### src/rtl/ov7670_capture.sv
// OV7670 pixel capture: assembles RGB444 byte pairs into 12-bit pixels and
// writes them into a frame buffer, one write per pixel, framed by VSYNC/HREF.
// Optional feature macro: OV7670_CAPTURE_LINE_CHECK_EN adds a per-line
// length check reported on output line_err.
module ov7670_capture #(
  parameter int H_PIXELS = 640,
  parameter int V_LINES  = 480
) (
  input  logic        pclk,
  input  logic        rst,
  input  logic        vsync,
  input  logic        href,
  input  logic [7:0]  d,
  output logic [18:0] addr,
  output logic [11:0] dout,
  output logic        we,
  output logic        frame_done,
  output logic        overflow
`ifdef OV7670_CAPTURE_LINE_CHECK_EN
  ,
  output logic        line_err
`endif
);

  localparam logic [18:0] FRAME_SIZE = 19'(H_PIXELS * V_LINES);

  typedef enum logic [1:0] {SYNC, VBLANK, ACTIVE} state_t;

  state_t      state;
  state_t      state_next;
  logic        start_frame;
  logic        end_frame;
  logic        capture;

  logic        vsync_q;
  logic        href_q;
  logic [7:0]  d_q;
  logic        phase;
  logic [3:0]  hi;
  logic [18:0] pix_cnt;

  // Register the camera inputs once; all control logic works from these copies
  always_ff @(posedge pclk) begin
    if (rst) begin
      vsync_q <= 1'b0;
      href_q  <= 1'b0;
      d_q     <= 8'd0;
    end else begin
      vsync_q <= vsync;
      href_q  <= href;
      d_q     <= d;
    end
  end

  // Frame state register
  always_ff @(posedge pclk) begin
    if (rst) state <= SYNC;
    else     state <= state_next;
  end

  // Next-state logic and frame boundary strobes
  always_comb begin
    state_next  = state;
    start_frame = 1'b0;
    end_frame   = 1'b0;
    case (state)
      SYNC: begin
        if (vsync_q) state_next = VBLANK;
      end
      VBLANK: begin
        if (!vsync_q) begin
          state_next  = ACTIVE;
          start_frame = 1'b1;
        end
      end
      ACTIVE: begin
        if (vsync_q) begin
          state_next = VBLANK;
          end_frame  = 1'b1;
        end
      end
      default: state_next = SYNC;
    endcase
  end

  // A byte is consumed only while a line is valid and the frame has not ended
  assign capture = (state == ACTIVE) && !vsync_q && href_q;

  // Byte pairing, pixel write, address counting and overflow tracking
  always_ff @(posedge pclk) begin
    if (rst) begin
      addr       <= 19'd0;
      dout       <= 12'd0;
      we         <= 1'b0;
      frame_done <= 1'b0;
      overflow   <= 1'b0;
      pix_cnt    <= 19'd0;
      phase      <= 1'b0;
      hi         <= 4'd0;
    end else begin
      we         <= 1'b0;
      frame_done <= end_frame;
      if (start_frame) begin
        pix_cnt  <= 19'd0;
        overflow <= 1'b0;
      end
      if (capture) begin
        phase <= ~phase;
        if (!phase) begin
          hi <= d_q[3:0];
        end else if (pix_cnt == FRAME_SIZE) begin
          overflow <= 1'b1;
        end else begin
          dout    <= {hi, d_q};
          addr    <= pix_cnt;
          we      <= 1'b1;
          pix_cnt <= pix_cnt + 19'd1;
        end
      end else begin
        phase <= 1'b0;
      end
    end
  end

`ifdef OV7670_CAPTURE_LINE_CHECK_EN
  localparam logic [15:0] LINE_LEN = 16'(H_PIXELS);

  logic        href_d;
  logic [15:0] line_cnt;

  // Count pixels per line and flag lines of the wrong length or odd byte count
  always_ff @(posedge pclk) begin
    if (rst) begin
      href_d   <= 1'b0;
      line_cnt <= 16'd0;
      line_err <= 1'b0;
    end else begin
      href_d <= href_q;
      if (start_frame) begin
        line_cnt <= 16'd0;
        line_err <= 1'b0;
      end else if ((state == ACTIVE) && href_d && !href_q) begin
        if ((line_cnt != LINE_LEN) || phase) line_err <= 1'b1;
        line_cnt <= 16'd0;
      end else if (capture && phase) begin
        line_cnt <= line_cnt + 16'd1;
      end
    end
  end
`endif

endmodule

### config.mk
export PLATFORM = sky130hd
export DESIGN_NAME = ov7670_capture
export DESIGN_NICKNAME = d
export VERILOG_FILES = /design/src/rtl/ov7670_capture.sv
export SDC_FILE = /design/constraint.sdc
export NUM_CORES = 1
export LEC_CHECK = 0
export ABC_AREA = 1
export CAP_MARGIN = 20
export CORE_MARGIN = 5
export CORE_UTILIZATION = 47
export CTS_CLUSTER_SIZE = 16
export DETAILED_ROUTE_END_ITERATION = 8
export GPL_ROUTABILITY_DRIVEN = 1
export GPL_TIMING_DRIVEN = 0
export PLACE_DENSITY = 0.72
export SLEW_MARGIN = 0
export SYNTH_ARGS = -nofsm -noshare
export SYNTH_HDL_FRONTEND = slang
export SYNTH_SLANG_ARGS = --single-unit
### constraint.sdc
create_clock -name pclk -period 1.5 [get_ports pclk]
set_clock_uncertainty 0.1 [all_clocks]
set_input_delay 0.3 -clock pclk [delete_from_list [all_inputs] [get_ports pclk]]
set_output_delay 0.3 -clock pclk [all_outputs]
set_load 0.05 [all_outputs]
==> metrics.txt <==
worst setup margin=-0.140 ns; Syn Area/Cell=6.92 um2; Syn Inst Count=460; final WL=a little over 9 mm; leakage power=slightly above 0.002 uW; Sw Ratio=20.7%; Starting Density=between 40% and 50%; top cells by count, synth=112 x nand2_1, 104 x nor2_1, 70 x dfxtp_1; largest net degree at the start of global routing=12; GRT Total Usage=20.9%; footprint of the multi-input gates=1920 um2; Synth top area share=between 40% and 50%; YS warnings=0; crit path kind=reg2reg; Final Core Density=70.0%; asr flop ratio synth=0%; failing checks=negative setup slack; Worst path max stage delay=about 0.34 ns; Cells on Worst Hold Path=4; CTS Buffer Depth=2; Die Span X=between 90 and 100 um; R2R Setup Slk=-0.14 ns; IO Pins=46; Synth Flop Type=dfxtp_1; dominant cells by area after synthesis=dfxtp_1 44%, nand2_1 13%, nor2_1 12%; die area=about 8500 um2; #FFs+latches synth=70; core box area=between 6000 and 7000 um2; Area Overhead vs Synth=47.0%; routability cong.=approximately 0.9; number of CTS-inserted buffers=9; slowest CP cell=dfxtp_2; # setup viols final=45; Max Slew Vio Count=0; outcome=complete, but fails checks; GRT overflow=0; Hold Path Class=in2reg; worst skew pair latency=around 0.35 ns; Post-DP HPWL=about 5.6 mm; Slew HR=around 47%; Pwr Density=between 700 and 800 nW/um2; NetSw=763 uW; CTS root buf=clkbuf_8; Syn Nets=~470; worst-case hold path end point=pix_cnt[9]; nets@finish=555; CP max FO=7; WHS=roughly 0.27 ns; Worst R2R Start=pix_cnt[0]; mapped cell area=~3200 um2; Clock H-tree levels=3; FF-to-FF path depth=11; Reg clk slew, reported paths=~0.070 ns; die outline height=92.3 um; Setup WS pre-CTS=-0.281 ns; Tcrit/Tclk final=109%; ANT cells=0; final hold violations=0; Logic pwr share=approximately 3.5%; max_cap viols=0; number of synthesized flops with an enable pin=0; Worst Setup Start Kind=flip-flop; Reg area=around 1400 um2; Initial DRC Count=between 200 and 300; drt drc=0; sequential share of power=approximately half; count leader, synth=nand2_1; layout cells sized above 1=about two fifths; CP arrival=approximately 1.8 ns; clock sinks=70; Core Rows=30; fill count=~530; Buffers on Ports=between 40 and 50; fmax=between 600 and 700 MHz; total number of vias=3,249; initial antenna violation count=0; clock share of power=45.7%; RSZ-0062 raised after global routing=true; CTS tree=yes; Min Clock Period, post-route=~1.6 ns; Routed Antenna Nets=0; Worst EP required=1.65 ns; CP endpoint kind=flip-flop; Yosys cell types=30; Tightest Pin Transition=a little under 0.8 ns; WL per Instance=roughly 15 um; Synth area leader=dfxtp_1; Reg2Reg Capture Point=dout[5]; Max IR drop VDD=around 0.53 mV; internal power=2930 uW; vias in the first global route=2,838; Via density=around 5.2; crit-path cells=inv_2, ha_4, nand2_4, inv_2, nand3_4, nor2_4, a21oi_4, buf_12, buf_16, nor2_4, nor2_1; drt pass-1 iters=5; first-pass GRT wire length=13.9 mm; worst hold start=rst; post-synthesis sequential area ratio=between 40 and 50%
-- worst max path at each step --
stage / start / to / slack [ns] / cells past startpoint
2_1_floorplan: pix_cnt[0] / pix_cnt[13] / 0.008 / 10
4_1_cts: pix_cnt[0] / pix_cnt[17] / -0.09 / 9
5_1_grt: pix_cnt[0] / addr[3] / -0.21 / 11
3_5_place_dp: pix_cnt[13] / pix_cnt[17] / -0.28 / 9
3_3_place_gp: pix_cnt[13] / addr[8] / -0.28 / 9
6_report: pix_cnt[0] / dout[5] / -0.14 / 11
-- power by group through the flow --
| stage | Clock, uW | Combinational, uW | Sequential (uW) |
|---|---|---|---|
| floorplan | 0 | 63.6 | 1920 |
| global placement | 0 | 115 | 1930 |
| detailed placement | 0 | 116 | 1930 |
| CTS | 1710 | 119 | 1880 |
| global route | 1830 | 141 | 1880 |
| finish | 1690 | 129 | 1880 |
-- what timing repair did --
action                                  in CTS  in global routing
pin swaps                                   19                 22
resized for setup                          210                124
gates cloned                                 4                  4
hold buffers                                 0                  0
endpoints found under the setup margin      85                 59
setup buffers                               16                  3
-- metrics by stage --
| step | setup TNS, ns | cell area [um2] | std cells | power, uW |
|---|---|---|---|---|
| 2_1_floorplan | 0 | 3200 | 460 | 1990 |
| 3_3_place_gp | -11.11 | 3740 | 584 | 2040 |
| 3_5_place_dp | -11.32 | 3740 | 584 | 2040 |
| 4_1_cts | -2.51 | 4400 | 618 | 3710 |
| 5_1_grt | -8.01 | 4680 | 624 | 3850 |
| 6_report | -4.82 | 4680 | 624 | 3690 |
-- cells by family after synthesis --
kind of cell	synth area share [%]
flip-flops	44.0
AO/OA/AOI/OAI	10.3
XOR/XNOR	0.551
buffers and inverters	9.87
adder cells (fa/ha/maj)	0.786
AND/OR/NAND/NOR	34.5
-- placed cells by master, fill, tap and decap left out, types with 2 or more instances in the layout --
cell,count
a21oi_1,16
a21oi_2,11
buf_12,2
buf_16,2
buf_2,26
buf_4,13
buf_6,11
buf_8,4
bufinv_16,2
clkbuf_1,8
clkbuf_16,3
clkbuf_8,11
clkdlybuf4s15_2,9
clkdlybuf4s50_1,10
clkinv_4,2
dfxtp_1,56
dfxtp_2,10
dfxtp_4,4
ha_4,2
inv_1,33
inv_2,13
nand2_1,91
nand2_2,17
nand2_4,12
nand3_1,17
nand3_4,5
nand4_1,8
nor2_1,65
nor2_2,17
nor2_4,24
nor3_1,2
o21ai_0,4
o21ai_1,18
o21ai_2,4
xnor2_1,2
-- state kept, by name, summed over array words and instances (netlist names) --
name        count
addr           19
pix_cnt        19
dout           12
d_q             8
hi              4
state           2
frame_done      1
href_q          1
overflow        1
phase           1
vsync_q         1
we              1
-- worst max-delay path, delay by kind of cell, from the launching register on --
family / cells / cell delay [ns]
flops: 1 / 0.34
compound gates: 1 / 0.08
simple gates: 5 / 0.42
fa+ha+maj: 1 / 0.14
buf+inv: 4 / 0.45
-- metal layers --
layer / global-route usage, % / wire (um) / vias up
met5: 0 / 0 / -
met4: 7.92 / 257 / 0
met3: 5.58 / 542 / 24
met2: 33.8 / 4600 / 108
met1: 26.7 / 3860 / 1509
li1: - / - / 1608
-- cell type report --
| class | instances | area share (%) |
|---|---|---|
| Buffer | 20 | 3.48 |
| Clock buffer | 11 | 3.24 |
| Clock inverter | 3 | 1.47 |
| Inverter | 47 | 3.88 |
| Multi-Input combinational cell | 323 | 41.0 |
| Sequential cell | 70 | 30.6 |
| Tap cell | 80 | 2.14 |
| Timing Repair Buffer | 70 | 14.2 |
Note: power is estimated with default switching activity, not from simulation.
